### config.mk
export PLATFORM = sky130hd
export DESIGN_NAME = glip_pattern_gen_check
export DESIGN_NICKNAME = d
export VERILOG_FILES = /design/src/rtl/glip_pattern_gen_check.sv
export SDC_FILE = /design/constraint.sdc
export NUM_CORES = 1
export LEC_CHECK = 0
export BUFFER_PORTS_ARGS = -buffer_cell sky130_fd_sc_hd__buf_2
export CORE_ASPECT_RATIO = 1.75
export CORE_MARGIN = 1.5
export CORE_UTILIZATION = 45
export DETAILED_ROUTE_END_ITERATION = 6
export GPL_ROUTABILITY_DRIVEN = 0
export PLACE_DENSITY = 0.67
export SLEW_MARGIN = 40
export SYNTH_ARGS = -nofsm -noshare
export SYNTH_HDL_FRONTEND = slang
export SYNTH_SLANG_ARGS = --single-unit
export TNS_END_PERCENT = 100
### constraint.sdc
create_clock -name clk -period 3.2 [get_ports clk]
set_input_delay 0.16 -clock clk [delete_from_list [all_inputs] [get_ports clk]]
set_output_delay 0.16 -clock clk [all_outputs]
set_load 0.1 [all_outputs]
### src/rtl/glip_pattern_gen_check.sv
// glip_pattern_gen_check
// Traffic source and checker for the GLIP FIFO user interface.
//  - Source: drives an incrementing word stream (starting at SEED) to the host.
//  - Sink: consumes words from the host and checks that they also increment,
//    locking onto the phase of the first word it sees after enable.
//  - Statistics (word count, saturating error count, sticky error and the
//    first mismatching pair) feed the LCD/debug path.
// Optional feature: define GLIP_PATTERN_STALL_INJECT_EN to force both
// handshakes low every 4th cycle, which exercises backpressure in the GLIP FIFOs.
module glip_pattern_gen_check #(
    parameter int unsigned      WIDTH = 16,
    parameter logic [WIDTH-1:0] SEED  = {WIDTH{1'b0}}
) (
    input  logic             clk,
    input  logic             rst_n,
    input  logic             clear,
    input  logic             gen_en,
    input  logic             chk_en,
    output logic [WIDTH-1:0] fifo_out_data,
    output logic             fifo_out_valid,
    input  logic             fifo_out_ready,
    input  logic [WIDTH-1:0] fifo_in_data,
    input  logic             fifo_in_valid,
    output logic             fifo_in_ready,
    output logic [31:0]      word_cnt,
    output logic [15:0]      err_cnt,
    output logic             error,
    output logic [WIDTH-1:0] first_err_exp,
    output logic [WIDTH-1:0] first_err_got
);

    localparam logic [WIDTH-1:0] ONE  = {{(WIDTH-1){1'b0}}, 1'b1};
    localparam logic [WIDTH-1:0] ZERO = {WIDTH{1'b0}};

    typedef enum logic [1:0] {
        ST_IDLE  = 2'd0,
        ST_SYNC  = 2'd1,
        ST_CHECK = 2'd2
    } state_t;

    state_t           state_r;
    state_t           state_nxt_s;
    logic [WIDTH-1:0] gen_r;
    logic [WIDTH-1:0] exp_r;
    logic [WIDTH-1:0] exp_s;
    logic [31:0]      word_cnt_r;
    logic [31:0]      word_cnt_s;
    logic [15:0]      err_cnt_r;
    logic [15:0]      err_cnt_s;
    logic             error_r;
    logic             error_s;
    logic [WIDTH-1:0] fe_exp_r;
    logic [WIDTH-1:0] fe_exp_s;
    logic [WIDTH-1:0] fe_got_r;
    logic [WIDTH-1:0] fe_got_s;
    logic             stall_s;
    logic             out_valid_s;
    logic             in_ready_s;
    logic             out_xfer_s;
    logic             in_acc_s;

`ifdef GLIP_PATTERN_STALL_INJECT_EN
    logic [1:0] stall_cnt_r;

    // Free-running phase counter for stall injection; clear deliberately does not touch it.
    always_ff @(posedge clk or negedge rst_n) begin
        if (!rst_n) begin
            stall_cnt_r <= 2'd0;
        end else begin
            stall_cnt_r <= stall_cnt_r + 2'd1;
        end
    end

    assign stall_s = (stall_cnt_r == 2'd3);
`else
    assign stall_s = 1'b0;
`endif

    // Handshakes: clear blocks both sides so nothing moves during the restart cycle.
    assign out_valid_s = gen_en & ~clear & ~stall_s;
    assign in_ready_s  = chk_en & ~clear & ~stall_s & (state_r != ST_IDLE);
    assign out_xfer_s  = out_valid_s & fifo_out_ready;
    assign in_acc_s    = fifo_in_valid & in_ready_s;

    assign fifo_out_data  = gen_r;
    assign fifo_out_valid = out_valid_s;
    assign fifo_in_ready  = in_ready_s;
    assign word_cnt       = word_cnt_r;
    assign err_cnt        = err_cnt_r;
    assign error          = error_r;
    assign first_err_exp  = fe_exp_r;
    assign first_err_got  = fe_got_r;

    // Generator counter: restarts at SEED on clear, advances on each accepted word.
    always_ff @(posedge clk or negedge rst_n) begin
        if (!rst_n) begin
            gen_r <= SEED;
        end else if (clear) begin
            gen_r <= SEED;
        end else if (out_xfer_s) begin
            gen_r <= gen_r + ONE;
        end else begin
            gen_r <= gen_r;
        end
    end

    // Checker next state: clear restarts straight into SYNC when checking stays enabled.
    always_comb begin
        state_nxt_s = state_r;
        if (clear) begin
            state_nxt_s = chk_en ? ST_SYNC : ST_IDLE;
        end else begin
            case (state_r)
                ST_IDLE: begin
                    state_nxt_s = chk_en ? ST_SYNC : ST_IDLE;
                end
                ST_SYNC: begin
                    if (!chk_en) begin
                        state_nxt_s = ST_IDLE;
                    end else if (in_acc_s) begin
                        state_nxt_s = ST_CHECK;
                    end else begin
                        state_nxt_s = ST_SYNC;
                    end
                end
                ST_CHECK: begin
                    state_nxt_s = chk_en ? ST_CHECK : ST_IDLE;
                end
                default: begin
                    state_nxt_s = ST_IDLE;
                end
            endcase
        end
    end

    // Statistics next values: SYNC only sets the phase, CHECK compares and resyncs on mismatch.
    always_comb begin
        exp_s      = exp_r;
        word_cnt_s = word_cnt_r;
        err_cnt_s  = err_cnt_r;
        error_s    = error_r;
        fe_exp_s   = fe_exp_r;
        fe_got_s   = fe_got_r;
        if (clear) begin
            exp_s      = ZERO;
            word_cnt_s = 32'd0;
            err_cnt_s  = 16'd0;
            error_s    = 1'b0;
            fe_exp_s   = ZERO;
            fe_got_s   = ZERO;
        end else if (in_acc_s) begin
            word_cnt_s = word_cnt_r + 32'd1;
            case (state_r)
                ST_SYNC: begin
                    exp_s = fifo_in_data + ONE;
                end
                ST_CHECK: begin
                    if (fifo_in_data == exp_r) begin
                        exp_s = exp_r + ONE;
                    end else begin
                        exp_s = fifo_in_data + ONE;
                        if (err_cnt_r != 16'hFFFF) begin
                            err_cnt_s = err_cnt_r + 16'd1;
                        end else begin
                            err_cnt_s = err_cnt_r;
                        end
                        if (!error_r) begin
                            error_s  = 1'b1;
                            fe_exp_s = exp_r;
                            fe_got_s = fifo_in_data;
                        end else begin
                            error_s  = error_r;
                        end
                    end
                end
                default: begin
                    // IDLE never accepts because ready is low there
                    word_cnt_s = word_cnt_r;
                end
            endcase
        end else begin
            exp_s = exp_r;
        end
    end

    // Checker state and statistics registers.
    always_ff @(posedge clk or negedge rst_n) begin
        if (!rst_n) begin
            state_r    <= ST_IDLE;
            exp_r      <= ZERO;
            word_cnt_r <= 32'd0;
            err_cnt_r  <= 16'd0;
            error_r    <= 1'b0;
            fe_exp_r   <= ZERO;
            fe_got_r   <= ZERO;
        end else begin
            state_r    <= state_nxt_s;
            exp_r      <= exp_s;
            word_cnt_r <= word_cnt_s;
            err_cnt_r  <= err_cnt_s;
            error_r    <= error_s;
            fe_exp_r   <= fe_exp_s;
            fe_got_r   <= fe_got_s;
        end
    end

endmodule
# Word-level counts from Yosys, hierarchy flattened
# Index checks and enable logic that the tools add are counted.
# word_totals
regBits	115
input_bits	23
out_inout_bits	99
elab_cells	73
# classes
addsub	5
n_eq_ne	6
mux	34
bitwise_logic	6
reduce_logical	14
# op_table
cell	n
$mux W16	20
$mux W32	3
$add A16 B1 Y16 const B	4
$add A32 B1 Y32 const B	1
$pmux W16 S2	1
$eq A16 B16 Y1	1
$ne A16 B16 Y1 const B	1
$reduce_bool A2 Y1	6
$mux W2	4
$reduce_and A4 Y1	2
$pmux W2 S3	1
$and A1 B1 Y1	5
$mux W1	5
$ne A2 B2 Y1 const B	2
$reduce_and A2 Y1	2
$reduce_and A3 Y1	1
$reduce_bool A3 Y1	1
$eq A2 B1 Y1 const B	1
$eq A2 B2 Y1 const B	1
$logic_not A2 Y1	1
$reduce_or A2 Y1	1
$not A1 Y1	1

# Logic depth before layout (Yosys ltp)
# Gate-level depths: netlist of the first run.
# depth
depth_word	8
ltp_mapped	10
ltp_nobuf	7

# Worst setup path after synthesis of the first run
# No wires, ideal clock.
# synth_timing
kind	register to register
start	register err_cnt_r[1] (netlist: err_cnt[1])
end	register err_cnt_r[7] (netlist: err_cnt[7])
setup_time_ns	0.119
arrival_time_ns	2.650
required_ns	3.081
setup_slack_ns	0.431
path_stages_with_launch	8
path_buffers	2
synth_period_minus_slack_ns	2.769
path_cell_list	dfrtp_1 -> ha_1 -> clkbuf_1 -> nand4_1 -> nor4_1 -> buf_2 -> nor4_1 -> o21a_1
# synth_between
elab_chain_len	6
elab_cells_between_ends	9
cone_classes	1 x add/sub; 1 x eq/ne; 5 x mux; 2 x reduce/logical
# synth_lines
element	line_no	text
start: declaration	48	logic [15:0] err_cnt_r;
start signal: assignment	200	err_cnt_r <= err_cnt_s;
$add A16 B1 Y16	163	err_cnt_s = err_cnt_r + 16'd1;
$mux W16	162	if (err_cnt_r != 16'hFFFF) begin
$mux W16	158	if (fifo_in_data == exp_r) begin
$mux W16	153	case (state_r)
$mux W16	151	end else if (in_acc_s) begin
$mux W16	144	if (clear) begin
# Parallel ways exist; a longest one is shown, timed or not. The select of a mux whose other input is x is not followed.
# A chain may end at the register's enable or synchronous reset.

# Final worst setup path of the first run
# layout_timing
start	register state_r[0]
end	register err_cnt_r[12] (netlist: err_cnt[12])
# layout_between
elab_chain_len	5
elab_cells_between_ends	7
cone_classes	1 x eq/ne; 2 x bitwise; 4 x reduce/logical
# layout_lines
element	line_no	text
start: declaration	41	state_t state_r;
start signal: assignment	197	state_r <= state_nxt_s;
$reduce_bool A2 Y1	81	assign in_ready_s = chk_en & ~clear & ~stall_s & (state_r != ST_IDLE);
$and A1 B1 Y1	81	
$and A1 B1 Y1	83	assign in_acc_s = fifo_in_valid & in_ready_s;
$reduce_bool A2 Y1 (no line)	--	
$reduce_and A4 Y1 (no line) (*)	--	
# Mark *: on every way between the ends. The rest lies on a longest branch, timed or not.

==> impl_results.md, run 1 <==
* Critical path's largest stage delay at 540 ps
* Core ar. at 14400 um^2
* Row Count at 58
* Placed cell count at 947
* Async S/R FF share, synth at 100%
* Syn Nets at 713
* Ys flop type: dfrtp_1
* Post-Syn Area at 6590 um^2
* HP Start: chk_en
* LEAKAGE at 3.75 nW
* Total Wirelength at 18.6 mm
* Vias in the first global route at 5851
* Crit path DAT at 3230 ps
* Min-Delay Endpoint: state_r[0]
* ANT nets after route at 0
* Hold Path Stages at 2
* Power Density at 466 nW/um^2
* Die W at 94.4 um
* Yosys synthesis warning count at 0
* F_max at 338 MHz
* Metal2 WL at 10.1 mm
* Status: completed
* Post-synth EDFFs at 0
* Most frequent cells in the layout: buf_2, dfrtp_1, nand2_1, nor2_1, nand3_1
* Final period util at 92.5%
* Unrepaired setup endpoints after global routing: false
* Post-synthesis register bit count at 115
* Post-synthesis xor/xnor area fraction at 7.71%
* Tot GR Track Use at 25.0%
* Clock Path Buffers at 2
* Share of cells above drive strength 1 at 26.6%
* Number of buffers created by CTS at 17
* Crit path cell chain: inv_1, ha_1, nor4bb_1, buf_4, buf_4, and2_1, nand4_1, o311ai_0, o41ai_1
* Multiplexer share of the synthesized area at 7.13%
* Slew Viols, Final at 0
* Adder-Cell Fraction of Synth Area at 1.71%
* Final instance area at 7990 um^2
* Initial antenna violation count at 0
* IO buf count at 121
* DRC Markers at 0
* Seq/Total Area, Yosys at 43.7%
* Top Layer Used: met4
* Reg2reg end: err_cnt[12]
* Setup repair bufs after CTS at 0
* CP max stage cell: nor4bb_1
* TritonCTS clock tree: built
* GR Overflow Total at 0
* FF/Latch Area at 2880 um^2
* Util after Layout at 55.6%
* Hold WS at 28.7 ps
* Post-synthesis compound-gate area fraction at 11.6%
* CP Max Fanout at 15
* Via-per-instance ratio at 5.98
* Iter 0 DRT Violations at 235
* Met3 wire length at 1.04 mm
* Ant. Diodes at 0
* Routed via count at 5858
* Pin count of the biggest net entering global routing at 59
* Fillers at 1286
* First-pass GRT wire length at 29.7 mm
* Post-Syn Instances at 681
* Critical Path Sink Type: register
* WP buf/inv at 3
* Fin crit period at 2960 ps
* Area Overhead vs Synth at 21.3%
* CTS H-tree depth at 4
* FF-to-FF Start: state_r[0]
* Total Power at 3.72 mW
* Routed met1 length at 6.88 mm
* Non-filler cells, final at 980
* Critical path type: reg2reg
* Slew headroom at 46.1%
* Post-Synth Simple-Gate Area at 24.0%
* Root buf cell: clkbuf_16
* # IOs at 122
* Pre-antenna DRT Iters at 4
* Final nets at 819
* Maximum VDD drop at 389 uV
* Post-placement cell area at 7340 um^2
* Worst r2r path cells at 9
* CTS clk-pin slew, worst paths at 60 ps
* Worst Max-Slew Pin Slew at 806 ps
* Distinct cells, synth at 53
* Hold WC Path Type: in2reg
* Reg2reg setup slack at 240 ps
* Setup ws final at 240 ps
* Critical path required time at 3470 ps
* DP HPWL at 12.9 mm
* Main combinational cell family by area after synthesis: simple AND/OR/NAND/NOR gates
* Setup TNS at 0 ps
* Die footprint at 15400 um^2
* Worst skew pair latency at 420 ps
* CP delay by family, top: simple AND/OR/NAND/NOR gates
* Syn Area/Cell at 9.67 um^2
* Final setup skew at 7.50 ps
* Fin. Hold Viols at 0
* Max cap viols at 0
* Routed len/inst at 19.0 um
* Die height at 163 um
* Pre-CTS setup slack at 342 ps
* Area of the multi-input gates at 3440 um^2
* Initial Util at 45.8%
* Critical Path Start Type: register
* Sink Count at 115
* CP most frequent cell: buf_4
* Setup violators final at 0
* Commonest non-fill, non-tap cell in the layout: buf_2
==> report_power, final <==
group	internal, mW	total, mW	switching (mW)
registers	1.46	1.48	0.0129
logic	0.0602	0.210	0.150
clock network	1.36	2.04	0.677
total	2.88	3.72	0.840
==> flip-flops by register name (all words and copies together), names as in the netlist <==
signal,count
err_cnt,16
error,1
exp_r,16
fifo_out_data,16
first_err_exp,16
first_err_got,16
state_r,2
word_cnt,32
==> cell type report <==
class / count / share of cell area [%]
clock buffers: 23 / 5.98
clock inverters: 9 / 1.90
inverters: 17 / 0.799
multi-input cells: 500 / 43.1
flip-flops and latches: 115 / 36.0
well taps: 180 / 2.82
repair buffers: 136 / 9.35
==> how the worst max path moves through the flow <==
stage                     depth (start not counted)  startpoint                to
after floorplan                                   7  err_cnt[1]        err_cnt[7]
after global placement                            8  state_r[0]  first_err_got[2]
after detailed placement                          9  state_r[0]       err_cnt[12]
after CTS                                         9  state_r[0]         exp_r[14]
after global routing                              9  state_r[0]       err_cnt[12]
final                                             9  state_r[0]       err_cnt[12]
==> metal layers <==
| layer | vias up | global-route usage, % |
|---|---|---|
| li1 | 2715 | - |
| met1 | 2873 | 27.8 |
| met2 | 226 | 44.6 |
| met3 | 44 | 5.26 |
| met4 | 0 | 11.9 |
| met5 | - | 0 |
==> cells in the mapped netlist, types with 8 or more instances <==
cell,count,area share (%)
inv_1,17,0.97
o21ai_0,8,0.61
nor3_1,16,1.2
nor2b_1,33,3.1
buf_2,19,1.4
a31o_2,9,1.2
a211oi_1,13,1.5
mux2_2,30,5.1
ha_1,9,1.7
nand4_1,33,3.1
clkbuf_1,27,1.5
a21oi_1,14,1.1
a221o_1,12,1.8
dfrtp_1,115,44
and3_1,14,1.3
mux2i_1,12,1.8
nand2_1,50,2.9
nor4_1,29,2.8
xnor2_1,28,3.7
nand3_1,34,2.6
nor2_1,47,2.7
and4_1,10,1.3
xor2_1,30,4.0
==> cell families after synthesis <==
kind of cell,count (synthesis)
AND/OR/NAND/NOR,292
multiplexers,43
adder cells (fa/ha/maj),9
flip-flops,115
AO/OA/AOI/OAI,98
buffers and inverters,66
XOR/XNOR,58
==> timing repair <==
action	4_1_cts	5_1_grt
hold buffers	1	0
gates resized for setup	0	0
hold endpoints to repair	57	0
Power figures use the tool's default switching activity.
==> run 2: changes to the inputs <==
--- a/config.mk
+++ b/config.mk
@@ -5,13 +5,14 @@
 export SDC_FILE = /design/constraint.sdc
 export NUM_CORES = 1
 export LEC_CHECK = 0
+export ABC_CLOCK_PERIOD_IN_PS = 3200
 export BUFFER_PORTS_ARGS = -buffer_cell sky130_fd_sc_hd__buf_2
 export CORE_ASPECT_RATIO = 1.75
 export CORE_MARGIN = 1.5
 export CORE_UTILIZATION = 45
 export DETAILED_ROUTE_END_ITERATION = 6
 export GPL_ROUTABILITY_DRIVEN = 0
-export PLACE_DENSITY = 0.67
+export PLACE_DENSITY_LB_ADDON = 0.25
 export SLEW_MARGIN = 40
 export SYNTH_ARGS = -nofsm -noshare
 export SYNTH_HDL_FRONTEND = slang
==> run 2 against run 1 <==
  * Routed wire length decreased by 1.3%
  * First-iteration DRC count up 28%
  * Register-to-register slack better by 240 ps
  * Cell count increased by 0.31%
  * Largest cell class unchanged
  * Largest power group unchanged
==> impl_results.md, run 2 (same netlist as run 1, synthesis figures left out) <==
* LEAKAGE at 3.75 nW
* Sw frac at 22.5%
* Critical Path Sink Type: register
* Worst Max-Slew Pin Slew at 820 ps
* TritonCTS clock tree: built
* Pin count of the biggest net entering global routing at 59
* Tot GR Track Use at 25.0%
* F_max at 367 MHz
* Vias in the first global route at 5890
* Internal power at 2.86 mW
* Maximum VDD drop at 392 uV
* Final period util at 85.1%
* Area Overhead vs Synth at 21.6%
* Status: completed
* Core ar. at 14400 um^2
* Util after Layout at 55.7%
* Sequential group share of total power at 39.9%
* Final setup skew at 12.2 ps
* DRC Markers at 0
* Die W at 94.4 um
* Critical Path Source: exp_r[3]
* WP buf/inv at 1
* First-pass GRT wire length at 29.8 mm
* Total Wirelength at 18.4 mm
* Hold WC Path Type: in2reg
* Fin. Hold Viols at 0
* # IOs at 122
* CP max stage cell: and4_1
* Crit path DAT at 3070 ps
* Comb pwr share at 5.7%
* Worst skew pair latency at 420 ps
* Critical path type: reg2reg
* HP Start: fifo_out_ready
* Final instance area at 8010 um^2
* Row Count at 58
* Pre-CTS setup slack at 549 ps
* IO buf count at 121
* CP delay by family, top: simple AND/OR/NAND/NOR gates
* Root buf cell: clkbuf_16
* Pre-antenna DRT Iters at 7
* Setup ws final at 478 ps
* FF-to-FF Start: exp_r[3]
* Critical path required time at 3550 ps
* Setup TNS at 0 ps
* Initial antenna violation count at 0
* Number of buffers created by CTS at 17
* Power Density at 462 nW/um^2
* Initial Util at 45.8%
* Setup repair bufs after CTS at 0
* CP Max Fanout at 27
* Fin crit period at 2720 ps
* Iter 0 DRT Violations at 300
* CTS H-tree depth at 4
* DP HPWL at 13.1 mm
* Slew Viols, Final at 0
* Post-cts sizing count at 0
* Critical path's largest stage delay at 580 ps
* CTS clk-pin slew, worst paths at 50 ps
* Clock Path Buffers at 2
* Die height at 163 um
* Slew headroom at 45.2%
* Routed len/inst at 18.7 um
* Post-placement cell area at 7360 um^2
* Hold WS at 39.2 ps
* ANT nets after route at 0
* Max cap viols at 0
* Most frequent cells in the layout: buf_2, dfrtp_1, nand2_1, nor2_1, nand3_1
* Setup violators final at 0
* Critical Path Start Type: register
* Via-per-instance ratio at 5.99
* Crit path cell chain: xor2_1, nor4_1, and4_1, buf_12, and2_1, a221o_1
* Max reg flops at 32
* Unrepaired setup endpoints after global routing: false
* Routed via count at 5888
* Share of cells above drive strength 1 at 26.7%
* Final nets at 822
* P_sw at 0.833 mW
* Die footprint at 15400 um^2
* Sink Count at 115
* GR Overflow Total at 0
* Clock network fraction of total power at 54.4%
* Ant. Diodes at 0
* Commonest non-fill, non-tap cell in the layout: buf_2
[run 2: final timing paths]
| kind | to | slack, ps | depth (start not counted) |
|---|---|---|---|
| max in group asynchronous | err_cnt[6] | 2180 | 3 |
| worst max register to register | exp_r[11] | 480 | 6 |
| min in group asynchronous | first_err_exp[6] | 270 | 2 |
| worst min register to register | fifo_out_data[15] | 480 | 1 |
| worst max-delay path | exp_r[11] | 480 | 6 |
| worst min-delay path | fifo_out_data[1] | 40 | 3 |
[run 2: cell type report]
class | count | area [um^2]
inverter | 17 | 63.8
clock inverter | 9 | 153
fill | 1280 | 6360
tap | 180 | 225
timing repair buffer | 139 | 777
clock buffer | 23 | 468
sequential | 115 | 2880
multi-input combinational | 500 | 3440
[run 2: power groups by stage]
stage | Combinational, mW | Sequential, mW | Clock (mW)
CTS | 0.212 | 1.47 | 2.05
detailed placement | 0.208 | 1.50 | 0
global placement | 0.204 | 1.50 | 0
global route | 0.231 | 1.48 | 2.11
floorplan | 0.102 | 1.51 | 0
finish | 0.211 | 1.48 | 2.01
[run 2: repair_timing]
action	4_1_cts	5_1_grt
hold endpoints to repair	56	0
hold buffers	2	0
setup endpoints to repair	0	0
[run 2: worst min-delay path: stages]
cell and delay (ps):
buf_2 120, nand3_1 70, a21oi_1 60
[run 2: routing by layer]
metal,global-route usage (%),share of wire (%),wire length [um],up-vias
met3,6.10,6.1,1130,48
met2,44.2,54,9840,226
met5,0,0,0,-
met1,27.3,37,6790,2886
li1,-,-,-,2728
met4,12.4,3.3,606,0
[run 2: per-stage QoR]
stage          total power [mW]  instances
2_1_floorplan              1.61        681
3_3_place_gp               1.70        949
3_5_place_dp               1.71        949
4_1_cts                    3.73        983
5_1_grt                    3.82        983
6_report                   3.70        983
==> run 3: changes to the inputs <==
--- a/config.mk
+++ b/config.mk
@@ -12,6 +12,7 @@
 export CORE_UTILIZATION = 45
 export DETAILED_ROUTE_END_ITERATION = 6
 export GPL_ROUTABILITY_DRIVEN = 0
+export MAX_ROUTING_LAYER = met4
 export PLACE_DENSITY_LB_ADDON = 0.25
 export SLEW_MARGIN = 40
 export SYNTH_ARGS = -nofsm -noshare
==> run 3 against run 2 <==
  * Utilization stayed put
  * Power grew 0.12%
  * Count of clock-buffer cells in the layout stayed put
  * Global-route usage grew 0.79 points
==> impl_results.md, run 3 (same netlist as run 1, synthesis figures left out) <==
* Status: completed
* LEAKAGE at 3.75 nW
* Final nets at 822
* Initial antenna violation count at 0
* Non-filler cells, final at 983
* Critical path required time at 3550 ps
* Slew Viols, Final at 0
* Ant. Diodes at 0
* Share of cells above drive strength 1 at 26.7%
* Unrepaired setup endpoints after global routing: false
* F_max at 369 MHz
* CTS clk-pin slew, worst paths at 50 ps
* TritonCTS clock tree: built
* Iter 0 DRT Violations at 307
* Routed len/inst at 18.7 um
* CP Max Fanout at 27
* Sink Count at 115
* Hold WC Path Type: in2reg
* IO buf count at 121
* Final setup skew at 9.98 ps
* Hold WS at 39.6 ps
* DP HPWL at 13.1 mm
* Number of buffers created by CTS at 17
* DRC Markers at 0
* Area Overhead vs Synth at 21.6%
* Power Density at 462 nW/um^2
* Crit path cell chain: xor2_1, nor4_1, and4_1, buf_12, and2_1, a221o_1
* # IOs at 122
* Fin crit period at 2710 ps
* Worst skew pair latency at 420 ps
* Post-placement cell area at 7360 um^2
* GR Overflow Total at 0
* Fin. Hold Viols at 0
* First-pass GRT wire length at 29.8 mm
* CP max stage cell: and4_1
* Setup repair bufs after CTS at 0
* Slew headroom at 44.3%
* Via-per-instance ratio at 5.97
* Vias in the first global route at 5896
* Commonest non-fill, non-tap cell in the layout: buf_2
* WP buf/inv at 1
* Setup violators final at 0
* Total Wirelength at 18.4 mm
* CTS H-tree depth at 4
* Root buf cell: clkbuf_16
* Setup TNS at 0 ps
* Util after Layout at 55.7%
* Tot GR Track Use at 25.8%
* Critical Path Start Type: register
* Routed via count at 5866
* Row Count at 58
* Critical Path Sink Type: register
* Die height at 163 um
* Maximum VDD drop at 393 uV
* Die footprint at 15400 um^2
* Final instance area at 8010 um^2
* Placed cell count at 949
* Clock Path Buffers at 2
* Initial Util at 45.8%
* Fillers at 1280
* Critical path type: reg2reg
* Crit path DAT at 3060 ps
* Core ar. at 14400 um^2
* Most frequent cells in the layout: buf_2, dfrtp_1, nand2_1, nor2_1, nand3_1
* CP delay by family, top: simple AND/OR/NAND/NOR gates
* Pin count of the biggest net entering global routing at 59
* Final period util at 84.7%
* Critical path's largest stage delay at 600 ps
* ANT nets after route at 0
* Pre-antenna DRT Iters at 5
* Worst Max-Slew Pin Slew at 833 ps
* Max cap viols at 0
* Max reg flops at 32
* Die W at 94.4 um
## run 3: cell counts in the layout (fill, tap and decap cells not counted)
No cell type changed its count.
## run 3: report_power, final
part,switching [mW],internal [mW],total (mW),leakage (nW)
registers,0.0124,1.46,1.48,1.60
clock network,0.674,1.34,2.02,0.293
logic,0.151,0.0607,0.212,1.85
## run 3: final cells by class
| cell class | instances | area [um^2] | area share [%] |
|---|---|---|---|
| Multi-Input combinational cell | 500 | 3440 | 43.0 |
| Sequential cell | 115 | 2880 | 35.9 |
| Timing Repair Buffer | 139 | 777 | 9.70 |
| Clock buffer | 23 | 468 | 5.84 |
| Tap cell | 180 | 225 | 2.81 |
| Clock inverter | 9 | 153 | 1.91 |
| Inverter | 17 | 63.8 | 0.797 |
## run 3: through the flow
| stage | setup WS [ps] | power [mW] |
|---|---|---|
| after floorplan | 431 | 1.61 |
| after global placement | 651 | 1.70 |
| after detailed placement | 549 | 1.71 |
| after CTS | 528 | 3.73 |
| after global routing | 344 | 3.82 |
| final | 490 | 3.70 |
## run 3: worst paths after layout
check,start,endpoint,slack [ps],depth (start not counted)
max,exp_r[2],exp_r[4],490,6
min,fifo_out_ready,fifo_out_data[1],40,3
max reg2reg,exp_r[2],exp_r[4],490,6
min reg2reg,fifo_out_data[15],fifo_out_data[15],480,1
max in group asynchronous,rst_n,err_cnt[6],2170,3
min in group asynchronous,rst_n,first_err_exp[8],270,2
## run 3: what timing repair did
action / CTS / global route
resized for setup: 0 / 0
hold buffers: 2 / 0
endpoints found under the hold margin: 56 / 0
## run 3: metal layers
metal  GRT usage [%]  part of all wire [%]  up-vias
met1            27.6                    37     2868
met5               -                     0        -
met2            44.2                    53      224
met3            6.24                   5.8       54
li1                -                     -     2720
met4            12.0                   3.6        0
## run 3: worst reg2reg max path, delay by kind of cell, from the launching register on
family	cells	cell delay, ps
xor+xnor	1	190
buf+inv	1	250
flops	1	480
compound gates	1	240
simple gates	3	1490
